`src/rtl/servant_mux_n.sv`:
```
// servant_mux_n
//   Routes serv dbus Wishbone requests to one of NUM_SLAVES slave ports. The
//   slave is chosen by the top SEL_BITS bits of the master address. The
//   selected slave's response is registered before it returns to the CPU.
//   If the decoded index is NUM_SLAVES or higher, the access completes with
//   ack+err and zero read data. No slave cycle is started in that case.
//
// Optional feature
//   SERVANT_MUX_TIMEOUT_EN : when defined, a slave that stays in BUSY for
//   TIMEOUT cycles without acking is abandoned. The access then completes
//   with ack+err and zero read data. When undefined, BUSY waits indefinitely.
//
// Ports
//   i_wb_clk, i_wb_rstn      clock; asynchronous active-low reset
//   i_wb_cpu_adr/dat/sel/we  master request fields
//   i_wb_cpu_cyc             master request, held until ack/err
//   o_wb_cpu_rdt             registered read data
//   o_wb_cpu_ack             one-cycle completion strobe
//   o_wb_cpu_err             one-cycle error strobe, only together with ack
//   o_wb_s_adr/dat/sel/we    combinational broadcast of the master fields
//   o_wb_s_cyc               one-hot slave cycle (NUM_SLAVES bits)
//   i_wb_s_rdt               flattened slave read data, slave k at [32k+31:32k]
//   i_wb_s_ack               slave acks; only the selected slave's ack is used
module servant_mux_n #(
  parameter int NUM_SLAVES = 4,
  parameter int SEL_BITS   = 3,
  parameter int TIMEOUT    = 255
) (
  input  logic                    i_wb_clk,
  input  logic                    i_wb_rstn,
  input  logic [31:0]             i_wb_cpu_adr,
  input  logic [31:0]             i_wb_cpu_dat,
  input  logic [3:0]              i_wb_cpu_sel,
  input  logic                    i_wb_cpu_we,
  input  logic                    i_wb_cpu_cyc,
  output logic [31:0]             o_wb_cpu_rdt,
  output logic                    o_wb_cpu_ack,
  output logic                    o_wb_cpu_err,
  output logic [31:0]             o_wb_s_adr,
  output logic [31:0]             o_wb_s_dat,
  output logic [3:0]              o_wb_s_sel,
  output logic                    o_wb_s_we,
  output logic [NUM_SLAVES-1:0]   o_wb_s_cyc,
  input  logic [32*NUM_SLAVES-1:0] i_wb_s_rdt,
  input  logic [NUM_SLAVES-1:0]   i_wb_s_ack
);

  localparam int IW = $clog2(NUM_SLAVES);

  if (NUM_SLAVES < 2 || NUM_SLAVES > 8 || SEL_BITS < 1 || SEL_BITS > 32 ||
      TIMEOUT < 1 || TIMEOUT > 65535) begin : g_param_check
    $error("servant_mux_n: parameter out of range");
  end

  typedef enum logic [1:0] {S_IDLE, S_BUSY, S_RESP} state_t;

  state_t               r_state, w_state_nxt;
  logic [IW-1:0]        r_idx, w_idx_nxt;
  logic                 r_err, w_err_nxt;
  logic [31:0]          r_rdt, w_rdt_nxt;
  logic [SEL_BITS-1:0]  w_sel;
  logic                 w_mapped;
  logic                 w_ack;
  logic [31:0]          w_slave_rdt;
  logic [NUM_SLAVES-1:0] w_onehot;

  assign w_sel       = i_wb_cpu_adr[31 -: SEL_BITS];
  assign w_mapped    = ({{(32-SEL_BITS){1'b0}}, w_sel} < 32'(NUM_SLAVES));
  assign w_ack       = i_wb_s_ack[r_idx];
  assign w_slave_rdt = i_wb_s_rdt[32*r_idx +: 32];
  assign w_onehot    = {{(NUM_SLAVES-1){1'b0}}, 1'b1} << r_idx;

`ifdef SERVANT_MUX_TIMEOUT_EN
  localparam int CW = $clog2(TIMEOUT+1);
  logic [CW-1:0] r_cnt, w_cnt_nxt;
  logic          w_timeout;
  // The counter value TIMEOUT-1 means that this BUSY cycle is the TIMEOUT-th
  // cycle without an ack, so the slave is given up at the end of it.
  assign w_timeout = (r_cnt == CW'(TIMEOUT-1));
`endif

  always_comb begin
    w_state_nxt = r_state;
    w_idx_nxt   = r_idx;
    w_err_nxt   = r_err;
    w_rdt_nxt   = r_rdt;
`ifdef SERVANT_MUX_TIMEOUT_EN
    w_cnt_nxt   = r_cnt;
`endif
    case (r_state)
      S_IDLE: begin
        if (i_wb_cpu_cyc) begin
          if (w_mapped) begin
            w_state_nxt = S_BUSY;
            w_idx_nxt   = IW'(w_sel);
            w_err_nxt   = 1'b0;
`ifdef SERVANT_MUX_TIMEOUT_EN
            w_cnt_nxt   = '0;
`endif
          end else begin
            w_state_nxt = S_RESP;
            w_err_nxt   = 1'b1;
            w_rdt_nxt   = '0;
          end
        end
      end
      S_BUSY: begin
        // A master abort wins over a slave ack in the same cycle.
        if (!i_wb_cpu_cyc) begin
          w_state_nxt = S_IDLE;
        end else if (w_ack) begin
          w_state_nxt = S_RESP;
          w_err_nxt   = 1'b0;
          w_rdt_nxt   = w_slave_rdt;
`ifdef SERVANT_MUX_TIMEOUT_EN
        end else if (w_timeout) begin
          w_state_nxt = S_RESP;
          w_err_nxt   = 1'b1;
          w_rdt_nxt   = '0;
          w_cnt_nxt   = CW'(TIMEOUT);
        end else if (r_cnt != CW'(TIMEOUT)) begin
          w_cnt_nxt   = r_cnt + 1'b1;
`endif
        end
      end
      // The master's trailing cyc is ignored here so that it cannot re-issue.
      S_RESP:  w_state_nxt = S_IDLE;
      default: w_state_nxt = S_IDLE;
    endcase
  end

  always_ff @(posedge i_wb_clk or negedge i_wb_rstn) begin
    if (!i_wb_rstn) begin
      r_state <= S_IDLE;
      r_idx   <= '0;
      r_err   <= 1'b0;
      r_rdt   <= '0;
`ifdef SERVANT_MUX_TIMEOUT_EN
      r_cnt   <= '0;
`endif
    end else begin
      r_state <= w_state_nxt;
      r_idx   <= w_idx_nxt;
      r_err   <= w_err_nxt;
      r_rdt   <= w_rdt_nxt;
`ifdef SERVANT_MUX_TIMEOUT_EN
      r_cnt   <= w_cnt_nxt;
`endif
    end
  end

  assign o_wb_s_adr   = i_wb_cpu_adr;
  assign o_wb_s_dat   = i_wb_cpu_dat;
  assign o_wb_s_sel   = i_wb_cpu_sel;
  assign o_wb_s_we    = i_wb_cpu_we;
  assign o_wb_s_cyc   = (r_state == S_BUSY) ? w_onehot : '0;
  assign o_wb_cpu_ack = (r_state == S_RESP);
  assign o_wb_cpu_err = (r_state == S_RESP) & r_err;
  assign o_wb_cpu_rdt = r_rdt;

endmodule

```
`config.mk`:
```
export PLATFORM = sky130hd
export DESIGN_NAME = servant_mux_n
export DESIGN_NICKNAME = d
export VERILOG_FILES = /design/src/rtl/servant_mux_n.sv
export SDC_FILE = /design/constraint.sdc
export NUM_CORES = 1
export LEC_CHECK = 0
export BUFFER_PORTS_ARGS = -buffer_cell sky130_fd_sc_hd__buf_2
export CAP_MARGIN = 25
export CORE_AREA = 2 2 119 121
export DETAILED_ROUTE_END_ITERATION = 8
export DIE_AREA = 0 0 121 123
export GPL_TIMING_DRIVEN = 1
export PLACE_DENSITY = 0.63
export SLEW_MARGIN = 20
export SYNTH_ARGS = -nofsm -noshare
export SYNTH_HDL_FRONTEND = slang
export SYNTH_SLANG_ARGS = --single-unit
```
`constraint.sdc`:
```
create_clock -name i_wb_clk -period 1.9 [get_ports i_wb_clk]
set_input_delay 0 -clock i_wb_clk [delete_from_list [all_inputs] [get_ports i_wb_clk]]
set_output_delay 0 -clock i_wb_clk [all_outputs]
set_load 0.05 [all_outputs]
```
# == Yosys cells after proc, flatten, opt, wreduce, memory -nomap -nowiden ==
# Cells that the tools add are included.
# word_totals
ff_bits,37
latch_bits,0
ram_bits,0
rom_bits,0
in_bits,204
out_inout_bits,107
elab_cells,40
n_memories,0
# op_classes
add_sub_neg,0
multipliers,0
div,0
order_cmp,2
eq_ne,7
n_shift,2
muxes,18
bitwise_logic,1
reduce_logical,6
# ops
op,count
$mux W32,4
$shiftx A128 B8 Y32,1
$pmux W32 S2,1
$mux W2,4
$ne A2 B2 Y1 const B,4
$mux W1,5
$reduce_and A5 Y1,1
$mux W4,1
$pmux W2 S2,1
$reduce_and A4 Y1,1
$shl A1 B2 Y4 const A,1
$lt A2 B3 Y1 const B,1
$lt A3 B3 Y1 const B,1
$ne A3 B3 Y1 const B,1
$reduce_and A3 Y1,1
$bmux W1 S2,1
$eq A2 B1 Y1 const B,1
$eq A2 B2 Y1 const B,1
$logic_not A2 Y1,1
$pmux W1 S2,1
$reduce_and A2 Y1,1
$reduce_bool A2 Y1,1
$and A1 B1 Y1,1

# == Depth between registers and ports, before layout ==
# Gate-level depths: netlist of the first run.
# logic_depth
ltp_word,5
depth_mapped,6

# == Worst setup path after synthesis of the first run ==
# OpenSTA, ideal clock, no wires.
# synth_timing
kind,register to output
from,register r_state[0]
to,output o_wb_cpu_err
arrival_time_ps,1718
required_ps,1900
path_slack_ps,182
path_stages_with_launch,3
n_path_buf,0
cell_sequence,dfrtp_1 nor2b_1 and2_1
# synth_between
elab_chain_cells,2
# synth_lines
item,line,rtl
from (decl),57,"state_t r_state, w_state_nxt;"
from (signal assigned),142,r_state <= w_state_nxt;
$eq A2 B2 Y1,n/a,
net o_wb_cpu_ack,37,"output logic o_wb_cpu_ack,"
$and A1 B1 Y1,158,assign o_wb_cpu_err = (r_state == S_RESP) & r_err;
to (decl),38,"output logic o_wb_cpu_err,"
# The timed path passes the listed nets, and every way through them passes these cells.

# == Final worst setup path of the first run ==
# layout_timing
from,register r_idx[1]
to,register r_rdt[11] (netlist: o_wb_cpu_rdt[11])
# layout_between
elab_chain_cells,4
elab_cells_between_ends,8
classes_between,1 x eq/ne; 1 x shift; 5 x mux; 1 x reduce/logical
# layout_lines
item,line,rtl
from (decl),58,"logic [IW-1:0] r_idx, w_idx_nxt;"
from (signal assigned),143,r_idx <= w_idx_nxt;
$shiftx A128 B8 Y32 / $bmux W1 S2 (equally long branches),"70, 69",
$mux W32 / $mux W1 (equally long branches),"111, 69",
$mux W32 / $ne A2 B2 Y1 (equally long branches),n/a,
$pmux W32 S2 / $reduce_and A5 Y1 (equally long branches),n/a,
to (signal assigned),145,r_rdt <= w_rdt_nxt;
to (decl),60,"logic [31:0] r_rdt, w_rdt_nxt;"
# Several ways; a longest one is shown, not always the timed one. The select of a mux whose other input is x is not followed.
# A chain may end at the register's enable or synchronous reset.

==> results of run 1 <==
[cells by family (layout without fill, tap and decap cells)]
kind of cell	after synthesis	count (layout)
buffers and inverters	117	232
AND/OR/NAND/NOR	45	45
flip-flops	37	37
AO/OA/AOI/OAI	4	4
multiplexers	68	68
[cell type report]
type / count / area share (%)
multi-input cells: 117 / 35.4
repair buffers: 190 / 27.1
flip-flops and latches: 37 / 24.4
well taps: 180 / 5.91
clock buffers: 8 / 3.84
inverters: 34 / 3.35
[how the worst min path moves through the flow]
stage	end	cells after the start
4_1_cts	o_wb_s_dat[31]	0
3_3_place_gp	o_wb_s_dat[31]	0
2_1_floorplan	o_wb_cpu_rdt[0]	0
6_report	o_wb_s_dat[0]	0
3_5_place_dp	o_wb_s_dat[31]	0
5_1_grt	o_wb_s_dat[16]	0
[registers in the layout, indices dropped and copies added (netlist names)]
name	count
r_idx	2
o_wb_cpu_rdt	32
r_state	2
r_err	1
[layer usage]
layer	part of all wire (%)	track usage, %	vias up
met4	2.3	4.58	0
met1	35	12.8	1149
met2	54	21.9	142
met3	8.8	3.97	27
met5	0	0	-
li1	-	-	1076
[worst reg2reg max path, cell delays in order, from the launching register on]
cell and delay [ns]:
dfrtp_2 0.44, mux2_1 0.35, a2bb2oi_2 0.20, o211ai_4 0.11, buf_12 0.28, mux2i_1 0.25
[cells in the mapped netlist, drive strengths merged, types with 2 or more instances]
library cell / n / area [µm²]
nor3b: 2 / 20.0
nor2: 2 / 7.51
nand2: 33 / 124
dfrtp: 37 / 926
mux2i: 33 / 330
buf: 81 / 604
mux4: 32 / 721
nor2b: 3 / 18.8
clkbuf: 2 / 7.51
and2: 2 / 12.5
inv: 34 / 128
mux2: 3 / 33.8
[through the flow]
stage | worst slack, ns | total power, mW | utilization [%] | std cells | hold slack (ns)
after global routing | 0.111 | 3.89 | 28.0 | 566 | 0.0000788
final | 0.187 | 3.65 | 28.0 | 566 | 0.0000176
after CTS | 0.177 | 3.73 | 27.8 | 565 | 0.000341
after global placement | 0.270 | 2.79 | 26.5 | 554 | 0.000341
after detailed placement | 0.197 | 2.83 | 26.5 | 554 | 0.000341
after floorplan | 0.182 | 2.72 | - | 271 | -0.296
[power by group]
| group | switching (mW) | internal, mW |
|---|---|---|
| Sequential | 0.0969 | 0.930 |
| Clock | 0.332 | 0.524 |
| Combinational | 1.03 | 0.745 |
==> results_dict.tcl, run 1 <==
set metrics [dict create \
    postCtsSetupBuffers 0 \
    min_period_ns 1.71 \
    crit_start "r_idx[1]" \
    critical_path.max_stage_delay_ns 0.44 \
    fp.dieW_um 121 \
    grt_max_degree 38 \
    synth_nets 475 \
    synth_xor_area_share_pct 0 \
    leakage_nw 2.00 \
    yosysUniqueCellTypes 23 \
    crit_chain "mux2_1 -> a2bb2oi_2 -> o211ai_4 -> buf_12 -> mux2i_1" \
    dp.final_hpwl_mm 7.33 \
    cts.sinks 37 \
    drtAntennaViolNets 0 \
    cts_buffers 5 \
    synth_edf_count 0 \
    fin_crit_sh_pct 90.2 \
    fmax_mhz 584 \
    drive_above_1_share_pct 60.4 \
    cts_root_buf "clkbuf_16" \
    cp-start-kind "flop" \
    dr.pass1.iters 4 \
    cts_tree "done" \
    powerDensity_nw_per_um2 959 \
    placed_area_um2 3610 \
    crit_buf_inv 1 \
    rows 43 \
    post-route-drc-count 0 \
    synthSimpleGateAreaFrac_pct 6.74 \
    ys_ff_latch 37 \
    synth_area_um2 3010 \
    area_delta_synth_final_pct 26.7 \
    end_kind "flop" \
    critPathRequiredTime_ns 2.09 \
    setup_tns_ns 0 \
    insertion_delay_ns 0.28 \
    drv_slew 0 \
    grtUsageTotal_pct 12.0 \
    grt_overflow_total 0 \
    cp_top_family "multiplexers" \
    synthFlopType "dfrtp_1" \
    cts.clk_slew.worst_paths_ns 0.06 \
    portBuffers 178 \
    grt_pass1_wl_mm 13.6 \
    gp_congestion 0.757 \
    cts_max_level 2 \
    hp-start "i_wb_cpu_dat[0]" \
    stdcell_area_um2 3810 \
    synth_top_family_by_area "multiplexers" \
    cp_num_cells 5 \
    antenna_found_initial 0 \
    final_cell_mix "buf_2, dfrtp_1, inv_1, nand2_1, mux2i_1" \
    endpoint "o_wb_cpu_rdt[11]" \
    die_area_um2 14900 \
    drt-total-wl_mm 8.98 \
    wl_per_cell_um 15.9 \
    worstPathArrival_ns 1.91 \
    fin_nets 589 \
    r2r_start "r_idx[1]" \
    drv_cap 0 \
    worstMarginPinSlew_ns 0.492 \
    synthCells 271 \
    seqCellArea_um2 928 \
    slowest_stage "dfrtp_2" \
    irDropWorstVdd_uv 497 \
    start_util_pct 22.1 \
    min_path_type "in2out" \
    boundaryPins 311 \
    ff2ff_path_depth 5 \
    cts.repair.resized 0 \
    yosys_warnings 0 \
    clockBufferDepth 2 \
    postSynthAreaPerCell_um2 11.1 \
    setup_viol 0 \
    synthArstFlopShare_pct 100 \
    hold_violations 0 \
    clock-skew-final_ns 0.00504 \
    layout_commonest_cell "buf_2" \
    rsz0062_at_grt "false" \
    antennaDiodeCount 0 \
    first_iter_violations 52 \
    max_slew_margin_pct 67.2 \
    r2r_setup_slack_ns 0.19 \
    fillerInstances 1435 \
    r2r_end "o_wb_cpu_rdt[11]" \
    status "complete, no violations" \
    die_h_um 123 \
    multi_input_area_um2 1350 \
    synth_adder_area_share_pct 0 \
    crit_path_max_fanout 33 \
    synth_mux_area_share_pct 36.1 \
    synth_compound_area_share_pct 1.79 \
    crit_type "reg2reg" \
    core_um2 13600 \
    via_per_inst 4.23 \
    cts_hold_buf 3 \
    vias 2394 \
    grt_pass1_vias 2635 \
    yosysSeqAreaShare_pct 30.8 \
]
Power figures use the tool's default switching activity.
==> inputs of run 2 (changes only) <==
--- a/config.mk
+++ b/config.mk
@@ -11,6 +11,7 @@
 export DETAILED_ROUTE_END_ITERATION = 8
 export DIE_AREA = 0 0 121 123
 export GPL_TIMING_DRIVEN = 1
+export MAX_ROUTING_LAYER = met4
 export PLACE_DENSITY = 0.63
 export SLEW_MARGIN = 20
 export SYNTH_ARGS = -nofsm -noshare
==> constraint.sdc (replaced) <==
create_clock -name i_wb_clk -period 1.77 [get_ports i_wb_clk]
set_input_delay 0 -clock i_wb_clk [delete_from_list [all_inputs] [get_ports i_wb_clk]]
set_output_delay 0 -clock i_wb_clk [all_outputs]
set_load 0.05 [all_outputs]
==> run 2 against run 1 <==
  * Combinational power increased by 9.6%
  * Clock power increased by 6.4%
  * Via count shrank 0.92%
  * Non-clock buffer count grew 2
  * Register-to-register slack got worse by 0.03 ns
  * First-iteration DRC count increased by 13%
  * Sequential cell count unchanged
  * Final area is 0.69% higher
  * Wire length hardly changed
  * Fmax increased by 6.1%
  * Clock skew up 0.0064 ns
  * Power is 8.2% higher
  * Critical path type unchanged
  * Critical endpoint is now o_wb_cpu_rdt[10]
  * Largest power group unchanged
  * Highest routed layer unchanged
==> results_dict.tcl, run 2 (synthesis results as in run 1) <==
set metrics [dict create \
    status "complete, no violations" \
    worstMarginPinSlew_ns 0.509 \
    routed-wl-met3_um 728 \
    layout_commonest_cell "buf_2" \
    postCtsSetupBuffers 0 \
    grtUsageTotal_pct 12.4 \
    dp.final_hpwl_mm 7.59 \
    fillerInstances 1437 \
    powerDensity_nw_per_um2 1030 \
    rsz0062_at_grt "false" \
    wl_per_cell_um 15.8 \
    cp_top_family "multiplexers" \
    dp_slack_ns 0.155 \
    irDropWorstVdd_uv 412 \
    post-route-drc-count 0 \
    grt_pass1_vias 2686 \
    min_period_ns 1.62 \
    cts_hold_buf 4 \
    crit_buf_inv 1 \
    cts_max_level 2 \
    setup_viol 0 \
    grt_max_degree 23 \
    antenna_found_initial 0 \
    fin_nets 591 \
    drive_above_1_share_pct 60.6 \
    insertion_delay_ns 0.28 \
    crit_type "reg2reg" \
    dr_wl_met2_mm 4.75 \
    first_iter_violations 59 \
    routed.top_layer "met4" \
    vias 2372 \
    drt-total-wl_mm 8.98 \
    layout_setup_ws_ns 0.155 \
    leakage_nw 2.01 \
    critPathRequiredTime_ns 1.97 \
    crit_chain "mux2_1 -> a2bb2oi_2 -> o211ai_4 -> buf_12 -> mux2i_1" \
    met1Wirelength_mm 3.25 \
    core_um2 13600 \
    crit_path_max_fanout 18 \
    grt_overflow_total 0 \
    fp.dieW_um 121 \
    final_cell_mix "buf_2, dfrtp_1, inv_1, nand2_1, mux2i_1" \
    setup_tns_ns 0 \
    drtAntennaViolNets 0 \
    r2r_setup_slack_ns 0.15 \
    worstPathArrival_ns 1.82 \
    min_path_type "in2out" \
    via_per_inst 4.18 \
    cts_tree "done" \
    fin_util_pct 28.2 \
    hold_violations 0 \
    end_kind "flop" \
    area_delta_synth_final_pct 27.6 \
    cts.sinks 37 \
    cts.repair.resized 0 \
    fin_crit_sh_pct 91.3 \
    drv_slew 0 \
    clock-skew-final_ns 0.0114 \
    die_area_um2 14900 \
    die_h_um 123 \
    start_util_pct 22.1 \
    gp_congestion 0.800 \
    slowest_stage "dfrtp_2" \
    portBuffers 178 \
    dr.pass1.iters 4 \
    boundaryPins 311 \
    clockBufferDepth 2 \
    fmax_mhz 619 \
    total_power_mw 3.95 \
    seqCellArea_um2 928 \
    cts_root_buf "clkbuf_16" \
    rows 43 \
    cts.clk_slew.worst_paths_ns 0.06 \
    antennaDiodeCount 0 \
    drv_cap 0 \
    critical_path.max_stage_delay_ns 0.44 \
    max_slew_margin_pct 66.1 \
    grt_pass1_wl_mm 13.8 \
    largest_reg_flops 32 \
    multi_input_area_um2 1350 \
    cts_buffers 5 \
    cp-start-kind "flop" \
]
## run 2: cell type report
| cell class | instances | share of cell area, % |
|---|---|---|
| tap | 180 | 5.87 |
| timing repair buffer | 192 | 27.5 |
| multi-input combinational | 117 | 35.2 |
| clock inverter | 1 | 0.196 |
| inverter | 34 | 3.33 |
| clock buffer | 7 | 3.72 |
| sequential | 37 | 24.2 |
## run 2: power by group
group          switching (mW)  internal, mW
combinational            1.11         0.823
clock                   0.351         0.561
sequential              0.105         0.998
## run 2: final timing paths
check	from	to	cells after the start
worst max-delay path	r_idx[1]	o_wb_cpu_rdt[10]	5
worst min-delay path	i_wb_cpu_dat[0]	o_wb_s_dat[0]	0
worst max register to register	r_idx[1]	o_wb_cpu_rdt[10]	5
worst min register to register	r_err	r_err	1
max in group asynchronous	i_wb_rstn	o_wb_cpu_rdt[10]	3
min in group asynchronous	i_wb_rstn	r_err	2
## run 2: layer usage
layer | vias up | global-route usage [%]
li1 | 1078 | -
met1 | 1125 | 12.5
met2 | 140 | 22.2
met3 | 29 | 4.11
met4 | 0 | 5.01
met5 | - | -
## run 2: stage by stage
step	hold slack (ns)	instances	instance area, µm²
floorplan	-0.296	271	3010
global placement	-0.00768	556	3650
detailed placement	0.000341	556	3650
CTS	0.000341	568	3840
global route	0.0000788	568	3840
finish	0.0000176	568	3840
